## config.mk

```make
export PLATFORM = sky130hd
export DESIGN_NAME = uart_cmd_dispatch
export DESIGN_NICKNAME = d
export VERILOG_FILES = /design/src/rtl/uart_cmd_pkg.sv /design/src/rtl/uart_resp_fifo.sv /design/src/rtl/uart_cmd_dispatch.sv
export SDC_FILE = /design/constraint.sdc
export NUM_CORES = 1
export LEC_CHECK = 0
export BUFFER_PORTS_ARGS = -buffer_cell sky130_fd_sc_hd__clkbuf_2
export CAP_MARGIN = 15
export CORE_UTILIZATION = 47
export DETAILED_ROUTE_END_ITERATION = 8
export PLACE_DENSITY = 0.88
export SETUP_SLACK_MARGIN = 0.5
export SYNTH_ARGS = -nofsm -noshare
export SYNTH_HDL_FRONTEND = slang
export SYNTH_SLANG_ARGS = --single-unit
```

## constraint.sdc

```tcl
create_clock -name sys_clk -period 2.4 [get_ports sys_clk]
set_clock_uncertainty 0.1 [all_clocks]
set_input_delay 0.24 -clock sys_clk [delete_from_list [all_inputs] [get_ports sys_clk]]
set_output_delay 0.24 -clock sys_clk [all_outputs]
set_load 0.02 [all_outputs]
```

## src/rtl/uart_cmd_pkg.sv

```systemverilog
// rtl/uart_cmd_pkg.sv - shared constants, TX state enum and case-fold helper for the UART command dispatcher
package uart_cmd_pkg;

    localparam logic [7:0] ASCII_NAK = 8'h3F;
    localparam logic [7:0] ASCII_CR  = 8'h0D;
    localparam logic [7:0] ASCII_LF  = 8'h0A;
    localparam logic [7:0] CASE_MASK = 8'hDF;

    typedef enum logic [1:0] {
        IDLE,
        LOAD,
        WAIT_HI,
        WAIT_LO
    } tx_state_t;

    // Clearing bit 5 maps lowercase ASCII letters onto their uppercase codes.
    function automatic logic [7:0] fold(input logic [7:0] c, input bit en);
        return en ? (c & CASE_MASK) : c;
    endfunction

endpackage

```

## src/rtl/uart_resp_fifo.sv

```systemverilog
// rtl/uart_resp_fifo.sv - synchronous show-ahead FIFO; a push while full without a pop is discarded
module uart_resp_fifo #(
    parameter int WIDTH = 8,
    parameter int DEPTH = 4
) (
    input  logic             clk,
    input  logic             rst,
    input  logic             push,
    input  logic             pop,
    input  logic [WIDTH-1:0] din,
    output logic [WIDTH-1:0] dout,
    output logic             full,
    output logic             empty
);

    localparam int AW = $clog2(DEPTH);

    logic [WIDTH-1:0] mem [DEPTH];
    logic [AW:0]      wr_ptr;
    logic [AW:0]      rd_ptr;
    logic             wr;
    logic             rd;

    // A simultaneous pop frees the slot, so a push on full is still accepted then.
    assign wr    = push && (!full || pop);
    assign rd    = pop && !empty;
    assign empty = (wr_ptr == rd_ptr);
    assign full  = (wr_ptr[AW] != rd_ptr[AW]) && (wr_ptr[AW-1:0] == rd_ptr[AW-1:0]);
    assign dout  = mem[rd_ptr[AW-1:0]];

    always_ff @(posedge clk or posedge rst) begin
        if (rst) begin
            wr_ptr <= '0;
            rd_ptr <= '0;
        end else begin
            if (wr) wr_ptr <= wr_ptr + 1'b1;
            if (rd) rd_ptr <= rd_ptr + 1'b1;
        end
    end

    always_ff @(posedge clk) begin
        if (wr) mem[wr_ptr[AW-1:0]] <= din;
    end

endmodule

```

## src/rtl/uart_cmd_dispatch.sv

```systemverilog
// rtl/uart_cmd_dispatch.sv - UART command decoder driving one-hot mode enables; response echo path under UART_CMD_ECHO_EN
module uart_cmd_dispatch
    import uart_cmd_pkg::*;
#(
    parameter int                   NUM_MODES      = 2,
    parameter logic [8*NUM_MODES-1:0] CMD_CHARS    = 16'h4642,
    parameter int                   CASE_FOLD      = 1,
    parameter int                   UNKNOWN_CLEARS = 1,
    parameter int                   FIFO_DEPTH     = 4,
    parameter int                   CNT_W          = 8,
    localparam int                  IDX_W          = (NUM_MODES > 1) ? $clog2(NUM_MODES) : 1
) (
    input  logic                 sys_clk,
    input  logic                 rst,
    input  logic                 rx_valid,
    input  logic [7:0]           rx_data,
    input  logic                 tx_busy,
    output logic [NUM_MODES-1:0] mode_en,
    output logic [IDX_W-1:0]     mode_idx,
    output logic                 mode_active,
    output logic [7:0]           tx_data,
    output logic                 tx_en,
    output logic                 resp_ovf,
    output logic [CNT_W-1:0]     cmd_cnt
);

    logic             hit;
    logic [IDX_W-1:0] hit_idx;
    logic [7:0]       hit_char;
    logic             accept;

    // Descending scan so the lowest matching table entry wins.
    always_comb begin
        hit      = 1'b0;
        hit_idx  = '0;
        hit_char = ASCII_NAK;
        for (int i = NUM_MODES - 1; i >= 0; i--) begin
            if (fold(rx_data, CASE_FOLD != 0) == fold(CMD_CHARS[8*i +: 8], CASE_FOLD != 0)) begin
                hit      = 1'b1;
                hit_idx  = IDX_W'(i);
                hit_char = CMD_CHARS[8*i +: 8];
            end
        end
    end

    assign accept      = rx_valid && (rx_data != ASCII_CR) && (rx_data != ASCII_LF);
    assign mode_active = |mode_en;

    always_ff @(posedge sys_clk or posedge rst) begin
        if (rst) begin
            mode_en  <= '0;
            mode_idx <= '0;
            cmd_cnt  <= '0;
        end else if (accept) begin
            if (hit) begin
                mode_en  <= NUM_MODES'(1) << hit_idx;
                mode_idx <= hit_idx;
                if (cmd_cnt != '1) cmd_cnt <= cmd_cnt + 1'b1;
            end else if (UNKNOWN_CLEARS != 0) begin
                mode_en <= '0;
            end
        end
    end

`ifdef UART_CMD_ECHO_EN
    logic      push_q;
    logic [7:0] push_data_q;
    logic      pop;
    logic      full;
    logic      empty;
    logic [7:0] fifo_dout;
    tx_state_t state;
    tx_state_t next_state;

    // Responses enter the FIFO one cycle after the mode outputs update.
    always_ff @(posedge sys_clk or posedge rst) begin
        if (rst) begin
            push_q      <= 1'b0;
            push_data_q <= '0;
        end else begin
            push_q      <= accept;
            push_data_q <= hit_char;
        end
    end

    uart_resp_fifo #(
        .WIDTH (8),
        .DEPTH (FIFO_DEPTH)
    ) u_resp_fifo (
        .clk   (sys_clk),
        .rst   (rst),
        .push  (push_q),
        .pop   (pop),
        .din   (push_data_q),
        .dout  (fifo_dout),
        .full  (full),
        .empty (empty)
    );

    always_ff @(posedge sys_clk or posedge rst) begin
        if (rst) state <= IDLE;
        else     state <= next_state;
    end

    always_comb begin
        next_state = state;
        case (state)
            IDLE:    if (!empty && !tx_busy) next_state = LOAD;
            LOAD:    next_state = WAIT_HI;
            WAIT_HI: if (tx_busy) next_state = WAIT_LO;
            WAIT_LO: if (!tx_busy) next_state = IDLE;
            default: next_state = IDLE;
        endcase
    end

    always_comb begin
        pop   = (state == IDLE) && !empty && !tx_busy;
        tx_en = (state == LOAD);
    end

    always_ff @(posedge sys_clk or posedge rst) begin
        if (rst) begin
            tx_data  <= '0;
            resp_ovf <= 1'b0;
        end else begin
            if (pop) tx_data <= fifo_dout;
            if (push_q && full && !pop) resp_ovf <= 1'b1;
        end
    end
`else
    logic [8:0] unused_sig;
    assign unused_sig = {tx_busy, hit_char};
    assign tx_en      = 1'b0;
    assign tx_data    = 8'h00;
    assign resp_ovf   = 1'b0;
`endif

endmodule

```

==> run_results.csv, run 1 <==
group,metric,value,unit
detailed_routing,drc,0,
placed_design,io_buffers,22,
cells_and_area,fin_nets,105,
synth,yosysWarnings,0,
detailed_routing,ant_nets,0,
sta,post-route-min-period,1780,ps
die,start_util,51.3,%
outcome,outcome,"finished, final reports clean",
clocking,clockBufferDepth,2,
power_and_ir_drop,powerDensity,511,mW/mm^2
detailed_routing,firstDrtPassIters,3,
global_route,grt_start_max_net_pins,12,
clocking,cts_tree,"yes",
critical_path,required,2460,ps
power_and_ir_drop,sequentialPowerShare,50.4,%
critical_path,rrSetupSlack,620,ps
global_route,grt_usage,20.5,%
synth,yosys.cell_types.count,29,
cells_and_area,n_fill_cell,121,
detailed_routing,wire_per_inst,11.5,um
clocking,clk_pin_slew,80,ps
detailed_routing,vias_per_cell,5.10,
synth,async_flop_share,100,%
global_route,grt_pass1_vias,522,
power_and_ir_drop,vdd.ir_drop.worst,0.000277,V
power_and_ir_drop,p_leak,0.412,nW
synth,synth_edf_count,0,
cells_and_area,multiInputGateArea,337,sq um
clocking,post_cts_buffers,0,
sta,finalSetupTns,0,ps
clocking,clk_latency,270,ps
global_route,antenna_found_initial,0,
sta,rsz0062_at_grt,"no",
synth,syn_area,676,sq um
power_and_ir_drop,switching_share,29.7,%
critical_path,cp-end-kind,"flip-flop",
placed_design,dp_hpwl,965,um
critical_path,worstPathArrival,1840,ps
hold_path,hp-class,"in -> reg",
sta,maxSlewViolCount,0,
cells_and_area,synthToLayoutAreaGrowth,16.7,%
sta,min_period_over_period,74.2,%
clocking,h-tree-depth,1,
flow_run,drv_cap,0,
die,rows,13,
synth,ys_seq_area_share,40.7,%
die,pin_count,34,
sta,finalHoldViolations,0,
synth,synth_ff_type,"dfrtp_1",
placed_design,gp_congestion,0.841,
synth,syn_avg_cell_area,10.2,sq um
sta,fmaxAchievable,561,MHz
synth,synth-seq-cells,11,
detailed_routing,drt-total-wl,1220,um
power_and_ir_drop,p_int,0.000283,W
power_and_ir_drop,clock_power_share,32.2,%
power_and_ir_drop,p_sw,0.000120,W
clocking,cts_buffers,3,
clocking,cts_root_buf,"clkbuf_4",
synth,synthCells,66,
cells_and_area,drive_gt1_share,34.1,%
clocking,numClockSinks,11,
power_and_ir_drop,total_power,0.000403,W
cells_and_area,num_antenna_cells,0,
cells_and_area,seq_area,275,sq um
power_and_ir_drop,combinationalPowerShare,17.4,%
die,die-area,0.00159,sq mm
sta,setup_viol,0,
detailed_routing,vias,541,
detailed_routing,drtIter0Drc,6,
critical_path,cp_max_fo,4,
critical_path,criticalPathCategory,"reg -> reg",
die,dieHeight,39.9,um
die,core,0.00132,sq mm
critical_path,start_kind,"flip-flop",
global_route,grt-ovfl-total,0,
die,die_w,39.9,um
global_route,grt_pass1_wl,2120,um
==> layout by cell type (no fill, tap or decap) <==
cell type,netlist,routed
clkbuf_2,0,22
dfrtp_1,11,11
conb_1,1,10
nand2_1,5,5
mux2_2,4,4
nor3_1,3,3
nand4_1,3,3
inv_1,3,3
clkbuf_4,0,3
a21oi_1,2,2
o21ai_0,2,2
nand3_1,2,2
xnor2_1,2,2
mux2_1,2,2
and4bb_1,1,1
nor4b_1,1,1
nor4_1,1,1
nor2b_1,1,1
nor3b_1,1,1
nor3b_4,1,1
and2_1,1,1
a41oi_1,1,1
a22o_1,1,1
o211ai_1,1,1
or2_2,1,1
xor2_1,1,1
nand2b_1,1,1
and3_1,1,1
ha_1,1,1
clkbuf_1,0,1
dlygate4sd3_1,0,1
==> routing by layer <==
layer / global-route usage [%] / routed length (um) / up-vias
li1: - / - / 264
met1: 23.2 / 508 / 259
met2: 36.3 / 642 / 16
met3: 5.11 / 57 / 2
met4: 7.76 / 7 / 0
met5: 0 / 0 / -
==> power groups by stage <==
| stage | clock (W) | combinational (W) | sequential (W) |
|---|---|---|---|
| after floorplan | 0 | 0.0000467 | 0.000217 |
| after global placement | 0 | 0.0000679 | 0.000206 |
| after detailed placement | 0 | 0.0000695 | 0.000207 |
| after CTS | 0.000131 | 0.0000709 | 0.000203 |
| after global routing | 0.000140 | 0.0000781 | 0.000204 |
| final | 0.000130 | 0.0000701 | 0.000203 |
==> flip-flops by register name, summed over array words and instances (netlist names) <==
name and count:
mode_en 2, mode_idx 1, cmd_cnt 8
==> cell usage after synthesis, drive strengths merged, types with 2 or more instances <==
cell type	count	share of area [%]
a21oi	2	1.5
buf	11	13
dfrtp	11	41
inv	3	1.7
mux2	6	10
nand2	5	2.8
nand3	2	1.5
nand4	3	2.8
nor3	3	2.2
nor3b	2	3.9
o21ai	2	1.5
xnor2	2	2.6
==> cell type report <==
class                      count  share of cell area [%]
sequential                    11                    34.9
multi-input combinational     50                    42.7
timing repair buffer          23                    15.2
inverter                       3                    1.43
clock buffer                   4                    3.33
tap                           15                    2.38
==> stage by stage <==
step                worst slack, ps  instances  cell area (sq um)  hold slack, ps  utilization [%]
floorplan                       662         75                709           -7.56                -
detailed placement              619        101                752             140             57.1
global placement                711        101                752             131             57.1
global route                    532        106                788             172             59.8
CTS                             609        106                788             151             59.8
finish                          619        106                788             152             59.8
==> kinds of logic (layout without fill, tap and decap cells) <==
logic type	after synthesis	count (layout)	share of synthesized area, %
AOI/OAI and AO/OA	7	7	6.67
xor gates and xnor gates	3	3	3.89
and+or+nand+nor	23	23	21.9
buffers and inverters	14	30	14.4
adders and majority gates	1	1	1.85
DFF	11	11	40.7
muxes	6	6	10.0
other	1	10	0.555
==> repair_timing <==
action / CTS / global route
endpoints found under the hold margin: 11 / 0
gates resized for setup: 0 / 0
hold buffers: 1 / 0
==> worst paths after layout <==
path / endpoint / start / depth (start not counted)
setup / recovery: cmd_cnt[1]$_DFFE_PP0P_ / cmd_cnt[0]$_DFFE_PP0P_ / 4
hold / removal: mode_en[1]$_DFFE_PP0P_ / rx_data[2] / 2
setup reg to reg: cmd_cnt[1]$_DFFE_PP0P_ / cmd_cnt[0]$_DFFE_PP0P_ / 4
hold reg to reg: mode_idx$_DFFE_PP0P_ / mode_idx$_DFFE_PP0P_ / 1
max in group asynchronous: cmd_cnt[5]$_DFFE_PP0P_ / rst / 3
min in group asynchronous: mode_idx$_DFFE_PP0P_ / rst / 3
==> critical path: stages, from the launching register on <==
cell	delay [ps]
dfrtp_1	420
ha_1	240
nand3_1	120
o211ai_1	400
mux2_2	380
(Power assumes the default switching activity.)
==> run 2, diff against run 1 <==
CORE_UTILIZATION = 39   (was 47)
PLACE_DENSITY = 0.79   (was 0.88)
clock period = 1.6 ns   (was 2.4 ns; I/O delays follow)
==> run 2 against run 1 <==
  * Wire length grew 70%
  * First-iteration DRC count grew 67%
  * Critical endpoint is now cmd_cnt[5]$_DFFE_PP0P_
  * The flow now finishes with violations (design-rule violations)
  * Flip-flop and latch count did not move
  * Critical path depth increased by 2
  * Highest routed layer unchanged
  * Via count increased by 23%
  * Setup slack got worse by 520 ps
  * Clock-buffer cell count did not move
  * Largest power group unchanged
==> run_results.csv, run 2 (same netlist as run 1, synthesis figures left out) <==
group,metric,value,unit
clocking,cts_buffers,3,
detailed_routing,vias_per_cell,5.05,
placed_design,io_buffers,22,
sta,setup_viol,0,
sta,finalHoldViolations,0,
detailed_routing,vias,666,
die,die_w,43.6,um
clocking,clk_pin_slew,70,ps
critical_path,required,1660,ps
cells_and_area,num_antenna_cells,0,
outcome,violations,"design-rule violations",
critical_path,cp_max_fo,3,
clocking,clockBufferDepth,2,
sta,rsz0062_at_grt,"yes",
flow_run,drv_cap,0,
hold_path,hp-start,"rx_data[2]",
placed_design,gp_congestion,0.694,
detailed_routing,drt-total-wl,2070,um
sta,maxSlewViolCount,0,
power_and_ir_drop,clock_power_share,28.6,%
hold_path,worstHoldPathCells,2,
clocking,cts_root_buf,"clkbuf_4",
sta,post-route-min-period,1500,ps
hold_path,hp-class,"in -> reg",
detailed_routing,ant_nets,0,
cells_and_area,mostFrequentLayoutCell,"buf_4",
cells_and_area,largestRegisters,"cmd_cnt (8), mode_en (2), mode_idx (1)",
die,pin_count,34,
power_and_ir_drop,powerDensity,577,mW/mm^2
detailed_routing,drtIter0Drc,10,
cells_and_area,drive_gt1_share,66.4,%
global_route,grt-ovfl-total,0,
power_and_ir_drop,combinationalPowerShare,27.8,%
power_and_ir_drop,switching_share,30.8,%
die,die-area,0.00190,sq mm
global_route,antenna_found_initial,0,
power_and_ir_drop,p_leak,0.600,nW
critical_path,cp-end-kind,"flip-flop",
cells_and_area,largest_register_ffs,8,
critical_path,rrSetupSlack,100,ps
detailed_routing,wire_per_inst,15.7,um
cells_and_area,top_register,"cmd_cnt",
power_and_ir_drop,p_int,0.000484,W
die,core,0.00156,sq mm
sta,fmaxAchievable,665,MHz
clocking,h-tree-depth,1,
cells_and_area,layout_common_cells,"buf_4, buf_6, conb_1",
global_route,grt_start_max_net_pins,12,
critical_path,reg2regPathDepth,6,
sta,holdWs,99.7,ps
global_route,grt_pass1_vias,601,
cells_and_area,fin_nets,130,
clocking,cts_tree,"yes",
detailed_routing,drc,3,
sta,min_period_over_period,94.0,%
critical_path,rr_endpoint,"cmd_cnt[5]$_DFFE_PP0P_",
global_route,grt_pass1_wl,2790,um
clocking,numClockSinks,11,
detailed_routing,firstDrtPassIters,6,
critical_path,worstPathArrival,1570,ps
clocking,clk_latency,280,ps
critical_path,criticalPathCategory,"reg -> reg",
critical_path,r2r-start,"cmd_cnt[1]$_DFFE_PP0P_",
critical_path,start_kind,"flip-flop",
die,dieHeight,43.6,um
power_and_ir_drop,sequentialPowerShare,43.6,%
sta,finalSetupTns,0,ps
power_and_ir_drop,p_sw,0.000215,W
cells_and_area,n_fill_cell,98,
power_and_ir_drop,vdd.ir_drop.worst,0.000344,V
placed_design,dp_hpwl,1080,um
hold_path,worstHoldEndpoint,"mode_en[1]$_DFFE_PP0P_",
cells_and_area,synthToLayoutAreaGrowth,79.3,%
die,rows,14,
outcome,outcome,"complete, but fails checks",
die,start_util,43.3,%
global_route,grt_usage,21.8,%
==> run 2: cell count changes in the layout (fill, tap and decap cells not counted), moves of 4 or more <==
cell | before | now
dfrtp_2 | 0 | 7
dfrtp_1 | 11 | 4
mux2_4 | 0 | 5
buf_6 | 0 | 12
clkbuf_8 | 0 | 4
clkbuf_2 | 22 | 9
buf_8 | 0 | 4
buf_4 | 0 | 16
==> run 2: per-stage QoR <==
stage	util (%)	setup WS, ps	power (W)	area [sq um]	std cells
floorplan	-	22.5	0.000408	772	75
global placement	53.8	99.3	0.000428	838	105
detailed placement	53.8	65.4	0.000434	838	105
CTS	69.7	115	0.000666	1090	123
global route	77.7	35.0	0.000723	1210	132
finish	77.7	96.7	0.000699	1210	132
==> run 2: worst max-delay path by stage <==
stage | from | end | slack (ps) | depth (start not counted)
after floorplan | cmd_cnt[0]$_DFFE_PP0P_ | cmd_cnt[1]$_DFFE_PP0P_ | 20 | 4
after global placement | cmd_cnt[0]$_DFFE_PP0P_ | cmd_cnt[1]$_DFFE_PP0P_ | 100 | 4
after detailed placement | cmd_cnt[0]$_DFFE_PP0P_ | cmd_cnt[1]$_DFFE_PP0P_ | 70 | 4
after CTS | cmd_cnt[0]$_DFFE_PP0P_ | cmd_cnt[1]$_DFFE_PP0P_ | 110 | 4
after global routing | cmd_cnt[6]$_DFFE_PP0P_ | cmd_cnt[5]$_DFFE_PP0P_ | 30 | 5
final | cmd_cnt[1]$_DFFE_PP0P_ | cmd_cnt[5]$_DFFE_PP0P_ | 100 | 6
==> run 2: worst max-delay path, cell delays in order, from the launching register on <==
cell and delay [ps]:
dfrtp_2 390, ha_4 150, nand3_2 90, o211ai_1 290
buf_4 200, nor3_2 50, xor2_1 130
==> run 2: what timing repair did <==
item / 4_1_cts / 5_1_grt
hold buffers: 1 / 0
hold endpoints to repair: 11 / 0
setup buffers: 13 / 9
pin swaps: 5 / 10
setup endpoints to repair: 19 / 22
gates resized for setup: 25 / 22
==> run 2: area by class of cell <==
cell class              count  area [sq um]  share of cell area, %
multi-input cells          50           434                   35.8
clock buffers               4          26.3                   2.17
repair buffers             48           435                   36.0
well taps                  16          20.0                   1.65
inverters                   3          11.3                  0.930
flip-flops and latches     11           284                   23.5
==> run 2: power by group through the flow <==
stage	sequential [W]	combinational, W	clock [W]
5_1_grt	0.000306	0.000204	0.000213
3_3_place_gp	0.000315	0.000113	0
4_1_cts	0.000306	0.000163	0.000198
6_report	0.000305	0.000194	0.000200
2_1_floorplan	0.000331	0.0000770	0
3_5_place_dp	0.000317	0.000117	0
==> run 2: routing by layer <==
metal / part of all wire (%) / global-route usage, % / vias to the layer above
met3: 4.5 / 5.00 / 8
met4: 4.9 / 19.4 / 0
met1: 41 / 26.1 / 312
met5: 0 / 0 / -
met2: 50 / 32.5 / 32
li1: - / - / 314
==> run 3, diff against run 2 <==
--- a/config.mk
+++ b/config.mk
@@ -11,3 +11,5 @@
 export DETAILED_ROUTE_END_ITERATION = 8
+export MAX_ROUTING_LAYER = met4
 export PLACE_DENSITY = 0.79
+export RECOVER_POWER = 100
 export SETUP_SLACK_MARGIN = 0.5
==> constraint.sdc (replaced) <==
create_clock -name sys_clk -period 1.6 [get_ports sys_clk]
set_clock_uncertainty 0.1 [all_clocks]
set_input_delay 0.32 -clock sys_clk [delete_from_list [all_inputs] [get_ports sys_clk]]
set_output_delay 0.32 -clock sys_clk [all_outputs]
set_load 0.02 [all_outputs]
==> run 3 against run 2 <==
  * The flow finishes with violations (design-rule violations, negative setup slack)
  * Non-clock buffer count up 11
  * Maximum frequency shrank 7.4%
  * Register-to-register slack lost 120 ps
  * Sequential power about the same
  * Final cell count is 8.3% higher
  * Global-route usage grew 2.8 points
  * Clock power increased by 8%
  * Via count grew 17%
  * Wire length grew 34%
  * Flip-flop and latch count is the same
  * Combinational power rose by 41%
  * Critical path type unchanged
==> run_results.csv, run 3 (same netlist as run 1, synthesis figures left out) <==
group,metric,value,unit
outcome,violations,"design-rule violations, negative setup slack",
placed_design,io_buffers,22,
die,pin_count,34,
detailed_routing,vias,776,
die,die_w,43.6,um
detailed_routing,top_layer,"met4",
critical_path,path_buf_inv,1,
global_route,grt-ovfl-total,0,
critical_path,crit_chain,"ha_4 > nand3_4 > o211ai_1 > buf_4 > mux2_4",
critical_path,cpPeakStageDelay,390,ps
global_route,grt_start_max_net_pins,12,
cells_and_area,largestRegisters,"cmd_cnt (8), mode_en (2), mode_idx (1)",
cells_and_area,fin_cells,143,
detailed_routing,firstDrtPassIters,6,
clocking,cts_tree,"yes",
clocking,cts_buffers,3,
global_route,grt_pass1_wl,3240,um
placed_design,gp_congestion,0.781,
flow_run,drv_cap,0,
critical_path,required,1680,ps
detailed_routing,dr_wl_met3,152,um
sta,setup_viol,1,
critical_path,cpLargestDelayFamily,"flip-flops",
detailed_routing,m1WireLength,1050,um
sta,tightest_slew,559,ps
critical_path,crit_end,"cmd_cnt[1]$_DFFE_PP0P_",
detailed_routing,drt-total-wl,2770,um
outcome,outcome,"complete, but fails checks",
hold_path,hp-class,"in -> reg",
sta,min_period_over_period,101,%
power_and_ir_drop,p_leak,0.647,nW
global_route,antenna_found_initial,0,
global_route,grt_usage,24.7,%
die,rows,14,
critical_path,reg2regPathDepth,5,
detailed_routing,drtIter0Drc,17,
clocking,h-tree-depth,1,
sta,slew_headroom,62.5,%
detailed_routing,drc,2,
placed_design,dp_hpwl,1060,um
cells_and_area,num_antenna_cells,0,
placed_design,dp.cells,110,
hold_path,hp-start,"rx_data[2]",
cells_and_area,postLayoutCoreUtil,86.6,%
clocking,numClockSinks,11,
detailed_routing,ant_nets,0,
critical_path,start_kind,"flip-flop",
cells_and_area,synthToLayoutAreaGrowth,99.8,%
sta,post-route-min-period,1620,ps
cells_and_area,fin_nets,141,
cells_and_area,mostFrequentLayoutCell,"buf_4",
power_and_ir_drop,powerDensity,588,mW/mm^2
global_route,grt_pass1_vias,693,
die,start_util,43.3,%
sta,fmaxAchievable,616,MHz
clocking,cts_root_buf,"clkbuf_4",
cells_and_area,largest_register_ffs,8,
detailed_routing,wire_per_inst,19.3,um
die,core,0.00156,sq mm
sta,finalHoldViolations,0,
sta,final.setup.worst_slack,-23.6,ps
clocking,clk_latency,290,ps
critical_path,rrSetupSlack,-20,ps
critical_path,path_depth,5,
detailed_routing,vias_per_cell,5.43,
power_and_ir_drop,vdd.ir_drop.worst,0.000521,V
cells_and_area,top_register,"cmd_cnt",
critical_path,cp_max_fo,3,
critical_path,rr_endpoint,"cmd_cnt[1]$_DFFE_PP0P_",
critical_path,cp-end-kind,"flip-flop",
sta,finalSetupTns,-23.6,ps
critical_path,criticalPathCategory,"reg -> reg",
sta,maxSlewViolCount,0,
critical_path,setup.worst_path.start,"cmd_cnt[1]$_DFFE_PP0P_",
cells_and_area,drive_gt1_share,63.8,%
sta,rsz0062_at_grt,"yes",
clocking,clk_pin_slew,80,ps
critical_path,worstPathArrival,1710,ps
cells_and_area,layout_common_cells,"buf_4, buf_6, conb_1",
detailed_routing,dr_wl_met2,1430,um
critical_path,r2r-start,"cmd_cnt[1]$_DFFE_PP0P_",
critical_path,crit_path_top_delay_cell,"dfrtp_2",
die,dieHeight,43.6,um
clocking,clockBufferDepth,2,
die,die-area,0.00190,sq mm
run 3: changes by cell type in the layout (fill, tap and decap cells not counted), moves of 2 or more:
cell / before / now
nand3_2: 2 / 0
clkbuf_2: 9 / 7
clkbuf_1: 1 / 9
buf_4: 16 / 20
buf_2: 2 / 0
buf_8: 4 / 7
nor3_4: 0 / 2
mux2_1: 0 / 2
a21oi_1: 2 / 0
nor3_2: 3 / 1
run 3: worst min-delay path by stage:
| stage | end | cells after the start |
|---|---|---|
| 6_report | mode_en[1]$_DFFE_PP0P_ | 2 |
| 5_1_grt | mode_en[1]$_DFFE_PP0P_ | 2 |
| 4_1_cts | mode_en[1]$_DFFE_PP0P_ | 2 |
| 3_5_place_dp | mode_idx$_DFFE_PP0P_ | 2 |
| 3_3_place_gp | mode_idx$_DFFE_PP0P_ | 2 |
| 2_1_floorplan | cmd_cnt[5]$_DFFE_PP0P_ | 1 |
run 3: layer usage:
layer  vias to the layer above  track usage (%)
li1                        335                -
met1                       375             26.9
met2                        50             43.6
met3                        16             5.00
met4                         0             9.38
met5                         -                -
run 3: cell type report:
type	instances	area (sq um)
fillers	82	209
repair buffers	59	527
flip-flops and latches	11	283
multi-input cells	50	482
inverters	3	12.5
well taps	16	20.0
clock buffers	4	26.3
run 3: per-stage QoR:
step	total power, W	setup WS, ps	area [sq um]	hold slack, ps
floorplan	0.000408	20.6	764	72.0
global placement	0.000431	23.7	868	209
detailed placement	0.000437	-4.98	868	213
CTS	0.000701	107	1230	235
global route	0.000821	-64.3	1350	255
finish	0.000794	-23.6	1350	233
run 3: repair_timing:
action | 4_1_cts | 5_1_grt
resized for setup | 43 | 27
buffers inserted | 17 | 11
pin swaps | 11 | 11
hold buffers | 1 | 0
setup endpoints to repair | 22 | 30
endpoints found under the hold margin | 11 | 0
run 3: power by group:
group	internal [W]	switching (W)	leakage [nW]	total, W
Combinational	0.000142	0.000132	0.495	0.000274
Clock	0.0000973	0.000119	0.0150	0.000216
Sequential	0.000293	0.0000119	0.137	0.000305
Total	0.000532	0.000262	0.647	0.000794
